<file path="config.mk">
export PLATFORM = sky130hd
export DESIGN_NAME = radix_4_intt_loader
export DESIGN_NICKNAME = d
export VERILOG_FILES = /design/src/rtl/radix_4_intt_loader_pkg.sv /design/src/rtl/radix_4_group_mux.sv /design/src/rtl/radix_4_intt_loader.sv
export SDC_FILE = /design/constraint.sdc
export NUM_CORES = 1
export LEC_CHECK = 0
export CAP_MARGIN = 5
export CORE_UTILIZATION = 30
export CTS_CLUSTER_SIZE = 12
export DETAILED_ROUTE_END_ITERATION = 7
export PLACE_DENSITY = 0.51
export SLEW_MARGIN = 20
export SYNTH_ARGS = -nofsm -noshare
export SYNTH_HDL_FRONTEND = slang
export SYNTH_SLANG_ARGS = --single-unit
</file>
<file path="constraint.sdc">
create_clock -name clk -period 7 [get_ports clk]
set_clock_uncertainty 0.1 [all_clocks]
set_input_delay 1.4 -clock clk [delete_from_list [all_inputs] [get_ports clk]]
set_output_delay 1.4 -clock clk [all_outputs]
set_load 0.1 [all_outputs]
</file>
<file path="src/rtl/radix_4_intt_loader_pkg.sv">
// rtl/radix_4_intt_loader_pkg.sv - shared constants and state encoding for the radix-4 INTT loader
package radix_4_intt_loader_pkg;

  // NTT modulus; coefficients are assumed already reduced below it
  localparam int Q = 65537;

  // Coefficient width, matches the butterfly PE LOGQ
  localparam int N = 17;

  // Coefficients per block (power of 4, at least 4)
  localparam int POINTS = 16;

  localparam logic [1:0] IDLE  = 2'd0;
  localparam logic [1:0] LOAD  = 2'd1;
  localparam logic [1:0] ISSUE = 2'd2;

endpackage

</file>
<file path="src/rtl/radix_4_group_mux.sv">
// rtl/radix_4_group_mux.sv - selects the four strided operands of butterfly group j
module radix_4_group_mux #(
  parameter int N      = 17,
  parameter int POINTS = 16,
  localparam int S     = POINTS / 4,
  localparam int IW    = (S > 1) ? $clog2(S) : 1
) (
  input  logic [POINTS-1:0][N-1:0] coefs,
  input  logic [IW-1:0]            sel,
  output logic [N-1:0]             grp_a,
  output logic [N-1:0]             grp_b,
  output logic [N-1:0]             grp_c,
  output logic [N-1:0]             grp_d
);

  localparam int PW = $clog2(POINTS);

  logic [PW-1:0] idx_a;
  logic [PW-1:0] idx_b;
  logic [PW-1:0] idx_c;
  logic [PW-1:0] idx_d;

  // sel < S, so j+3S stays at or below POINTS-1 and never wraps
  assign idx_a = PW'(sel);
  assign idx_b = idx_a + PW'(S);
  assign idx_c = idx_a + PW'(2 * S);
  assign idx_d = idx_a + PW'(3 * S);

  assign grp_a = coefs[idx_a];
  assign grp_b = coefs[idx_b];
  assign grp_c = coefs[idx_c];
  assign grp_d = coefs[idx_d];

endmodule

</file>
<file path="src/rtl/radix_4_intt_loader.sv">
// rtl/radix_4_intt_loader.sv - buffers one coefficient block and issues radix-4 butterfly groups
module radix_4_intt_loader #(
  parameter int N      = radix_4_intt_loader_pkg::N,
  parameter int POINTS = radix_4_intt_loader_pkg::POINTS,
  localparam int S     = POINTS / 4,
  localparam int IW    = (S > 1) ? $clog2(S) : 1
) (
  input  logic          clk,
  input  logic          rst_n,
  input  logic          in_valid,
  output logic          in_ready,
  input  logic [N-1:0]  in_data,
  output logic          out_valid,
  input  logic          out_ready,
  output logic [N-1:0]  out_a,
  output logic [N-1:0]  out_b,
  output logic [N-1:0]  out_c,
  output logic [N-1:0]  out_d,
  output logic [IW-1:0] out_tf_idx,
  output logic          busy,
  output logic          done
);

  import radix_4_intt_loader_pkg::*;

  localparam int CW = $clog2(POINTS);
  localparam logic [CW-1:0] LAST_IDX = CW'(POINTS - 1);
  localparam logic [IW-1:0] LAST_J   = IW'(S - 1);

  logic [1:0]               state_q;
  logic [1:0]               state_d;
  logic [CW-1:0]            cnt_q;
  logic [IW-1:0]            j_q;
  logic [IW-1:0]            sel;
  logic [POINTS-1:0][N-1:0] coef_q;
  logic [POINTS-1:0][N-1:0] coef_d;
  logic [N-1:0]             grp_a;
  logic [N-1:0]             grp_b;
  logic [N-1:0]             grp_c;
  logic [N-1:0]             grp_d;
  logic                     in_fire;
  logic                     last_word;
  logic                     out_fire;
  logic                     last_group;

  assign in_fire    = in_valid && in_ready;
  assign last_word  = in_fire && (state_q == LOAD) && (cnt_q == LAST_IDX);
  assign out_fire   = out_valid && out_ready;
  assign last_group = out_fire && (j_q == LAST_J);

  // Group to register next: group 0 when the block completes, j+1 while issuing
  assign sel = ((state_q == ISSUE) && (j_q != LAST_J)) ? j_q + IW'(1) : '0;

  // Buffer view with the word accepted this cycle already written, so the last
  // word reaches the first group without an extra cycle
  always_comb begin
    coef_d = coef_q;
    if (in_fire) begin
      coef_d[cnt_q] = in_data;
    end
  end

  // Coefficient storage, contents are don't-care after reset
  always_ff @(posedge clk) begin
    coef_q <= coef_d;
  end

  radix_4_group_mux #(
    .N      (N),
    .POINTS (POINTS)
  ) u_group_mux (
    .coefs (coef_d),
    .sel   (sel),
    .grp_a (grp_a),
    .grp_b (grp_b),
    .grp_c (grp_c),
    .grp_d (grp_d)
  );

  // State register
  always_ff @(posedge clk or negedge rst_n) begin
    if (!rst_n) begin
      state_q <= IDLE;
    end else begin
      state_q <= state_d;
    end
  end

  // Next-state logic
  always_comb begin
    state_d = state_q;
    case (state_q)
      IDLE:    if (in_fire)    state_d = LOAD;
      LOAD:    if (last_word)  state_d = ISSUE;
      ISSUE:   if (last_group) state_d = IDLE;
      default:                 state_d = IDLE;
    endcase
  end

  // State-decoded outputs
  always_comb begin
    in_ready = (state_q == IDLE) || (state_q == LOAD);
    busy     = (state_q == LOAD) || (state_q == ISSUE);
  end

  // Load counter and group index, both cleared explicitly at block boundaries
  always_ff @(posedge clk or negedge rst_n) begin
    if (!rst_n) begin
      cnt_q <= '0;
      j_q   <= '0;
    end else begin
      if (last_word) begin
        cnt_q <= '0;
      end else if (in_fire) begin
        cnt_q <= cnt_q + CW'(1);
      end
      if (last_word || last_group) begin
        j_q <= '0;
      end else if (out_fire) begin
        j_q <= j_q + IW'(1);
      end
    end
  end

  // Registered group outputs, held stable while the consumer stalls
  always_ff @(posedge clk or negedge rst_n) begin
    if (!rst_n) begin
      out_valid  <= 1'b0;
      out_a      <= '0;
      out_b      <= '0;
      out_c      <= '0;
      out_d      <= '0;
      out_tf_idx <= '0;
      done       <= 1'b0;
    end else begin
      done <= last_group;
      if (last_word || (out_fire && !last_group)) begin
        out_valid  <= 1'b1;
        out_a      <= grp_a;
        out_b      <= grp_b;
        out_c      <= grp_c;
        out_d      <= grp_d;
        out_tf_idx <= sel;
      end else if (last_group) begin
        out_valid <= 1'b0;
      end
    end
  end

endmodule

</file>
==> impl_metrics.yaml <==
grt:
  grt_overflow: 0
  grt_max_degree: 70
  grt_pass1_vias: 11200
  grt_pass1_wl_um: 68500
  track_usage: 0.178
  grt_antenna_before_repair: 0
worst_setup_path:
  r2r_end: "out_d[10]"
  critPathMaxStageDelay_ps: 1160
  crit_cells: 5
  critPathMostFrequentCell: "inv_1"
  startpoint_type: "flip-flop"
  reg2reg_slack_ps: 3590
  startpoint: "state_q[1]"
  cp.arrival_ps: 2850
  cp_cell_sequence: "inv_1 -> ha_1 -> nor2_2 -> inv_1 -> clkdlybuf4s50_1"
  cpMaxStageDelayCell: "clkdlybuf4s50_1"
  critical-path-top-delay-family: "buffers and inverters"
  endpoint_kind: "output pin"
  reg2reg_from: "state_q[1]"
  reg2reg_depth: 7
  worstPathMaxFanout: 8
  crit_buf_inv: 3
  crit_required_ps: 5500
  crit_type: "reg2out"
  endpoint: "in_ready"
route:
  firstDrtPassIters: 5
  vias: 11300
  drc: 0
  ant_nets: 0
  drt_iter0_drc: 692
  wirelength_um: 44000
  routedWlPerCell_um: 20.5
  viasPerCell: 5.24
synthesis:
  synth_warnings: 0
  synth_cell_types: 51
  seq_area_frac_synth: 0.511
  synth_edf_count: 0
  synth.top_cells.by_area: "dfxtp_1 37%, dfrtp_1 14%, mux2_2 12%, o211ai_1 5.3%, nand2_1 5.0%"
  yosysMostFrequentCell: "dfxtp_1"
  ys_seq_elements: 352
  postSynthCellCount: 1482
  synth_top_family_by_area: "compound AO/OA/AOI/OAI gates"
  synth_compound_area_frac: 0.203
  synth.area.mux_share: 0.124
  synth_largest_area_cell: "dfxtp_1"
  synth_xor_xnor_area_share: 0.000601
  synthAdderAreaFrac: 0.00773
  syn-cell-area_um2: 14600
  synth_top_cell_area_share: 0.374
  yosys.area_share.simple: 0.0971
  syn_avg_cell_area_um2: 9.83
  synthesis.nets: 1512
  ys_top_cells_by_count: "272 x dfxtp_1, 195 x nand2_1, 156 x mux2_2"
  ys_async_sr_fraction: 0.227
  synthFlopType: "dfxtp_1"
timing:
  finalSetupViolations: 0
  hold_viol_final: 0
  fin_ws_ps: 2650
  worst_slew_pin_slew_ps: 1100
  tns_ps: 0
  max-slew-margin-rel: 0.255
  period_minus_slack_ps: 4350
  max_clock_freq_ghz: 0.230
  drv_slew: 0
  whs_ps: 353
  rsz0062_at_grt: "no"
  period_share: 0.622
clock_network:
  cts.sinks: 352
  hold_buffers: 0
  cts_resized: 0
  cts_made_buffers: 38
  cts_tree: "done"
  htreeDepth: 2
  cts_max_path_buffers: 3
  cts_setup_buffers: 0
  clk-insertion-delay-late_ps: 530
  clk_pin_slew_ps: 60
  cts-root-buf: "clkbuf_16"
power:
  total_power_mw: 8.89
  p_per_area_nw_per_um2: 519
  leakagePower_nw: 6.77
  sw_frac_of_total: 0.409
  p_seq_frac: 0.393
  switchingPower_mw: 3.64
  clkPwrFrac: 0.226
  combPwrFrac: 0.382
  power.internal_mw: 5.25
  peakVddDrop_uv: 306
finish:
  fin_cells: 2148
  antenna_cells: 0
  nets: 1534
  syn2layout_area_growth_pct: 17.7
  post_route_cells_drive_above_1_share: 0.175
floorplan:
  die_y_um: 222
  num_rows: 80
  ioPinCount: 95
  initial_utilization: 0.304
  dieArea_um2: 49400
  die_x_um: 222
  coreArea_um2: 47800
placement:
  post-place-ws_ps: 2260
  dp_hpwl_um: 29100
  port_buffers: 94
  place_inst: 2079
  gp_congestion: 0.770
worst_hold_path:
  worstHoldPathType: "reg2reg"
outcome:
  outcome: "complete, no violations"
flow_run:
  maxCapViolCount: 0
==> metrics by stage <==
stage	utilization	area, um^2
2_1_floorplan	-	14600
3_3_place_gp	0.332	15900
3_5_place_dp	0.332	15900
4_1_cts	0.358	17100
5_1_grt	0.358	17100
6_report	0.358	17100
==> cell type report <==
| class | count | area, um^2 |
|---|---|---|
| Fill cell | 4793 | 30700 |
| Sequential cell | 352 | 7450 |
| Multi-Input combinational cell | 937 | 6350 |
| Clock buffer | 64 | 1220 |
| Timing Repair Buffer | 115 | 1100 |
| Tap cell | 615 | 769 |
| Inverter | 60 | 225 |
| Clock inverter | 5 | 25.0 |
==> power groups by stage <==
stage | clock network, mW | logic, mW | registers [mW]
5_1_grt | 2.14 | 3.64 | 3.61
2_1_floorplan | 0 | 1.50 | 4.49
3_5_place_dp | 0 | 3.41 | 3.52
4_1_cts | 2.05 | 3.41 | 3.50
6_report | 2.01 | 3.39 | 3.49
3_3_place_gp | 0 | 3.35 | 3.50
==> metal layers <==
layer | GRT usage | vias to the layer above | wire (um)
met5 | 0 | - | 0
met4 | 0.0509 | 0 | 909
met3 | 0.0209 | 65 | 1350
met2 | 0.298 | 206 | 21200
met1 | 0.240 | 5651 | 20500
li1 | - | 5329 | -
==> sequential cells by signal (all words and copies together) (netlist names) <==
name and count:
out_valid 1, state_q 2, out_a 17, out_d 17, done 1, j_q 2
out_c 17, out_b 17, coef_q 272, out_tf_idx 2, cnt_q 4
==> worst register-to-register path, stage by stage (launching register included) <==
cell      delay, ps
dfrtp_1         400
inv_1           110
ha_1            370
nor2_2          140
nor3_4          880
nand2b_1        740
o22ai_1         220
o311ai_1        350
==> worst min-delay path by stage <==
stage / startpoint / to / slack (ps) / depth (start not counted)
3_5_place_dp: coef_q[143] / coef_q[143] / 340 / 2
4_1_cts: coef_q[32] / coef_q[32] / 360 / 2
2_1_floorplan: coef_q[100] / coef_q[100] / 330 / 2
6_report: coef_q[32] / coef_q[32] / 350 / 2
3_3_place_gp: coef_q[153] / coef_q[153] / 330 / 2
5_1_grt: coef_q[21] / coef_q[21] / 370 / 2
==> placed cells by master (no fill, tap or decap), types with 4 or more instances in the layout <==
cell type        instances
nor2_2                   4
nor3_1                   4
clkbuf_8                 9
nor2_1                 110
clkdlybuf4s50_1         93
inv_1                   60
clkbuf_16               42
nand3_1                  5
buf_4                   22
o221ai_1                51
dfrtp_1                 80
clkbuf_1                13
o311ai_1                17
o22ai_1                 35
o22a_1                  18
o211ai_1               102
o21ai_2                  7
mux2_2                 156
clkinv_2                 5
ha_1                     9
nand2_1                195
a211o_1                 17
o21ai_0                124
a22oi_1                 34
a21oi_2                  6
dfxtp_1                272
==> cell families after synthesis <==
logic type                 after synthesis
AOI/OAI and AO/OA                      423
DFF                                    352
and+or+nand+nor                        345
buffers and inverters                  193
muxes                                  159
adders and majority gates                9
xor gates and xnor gates                 1
Note: power is estimated with default switching activity, not from simulation.
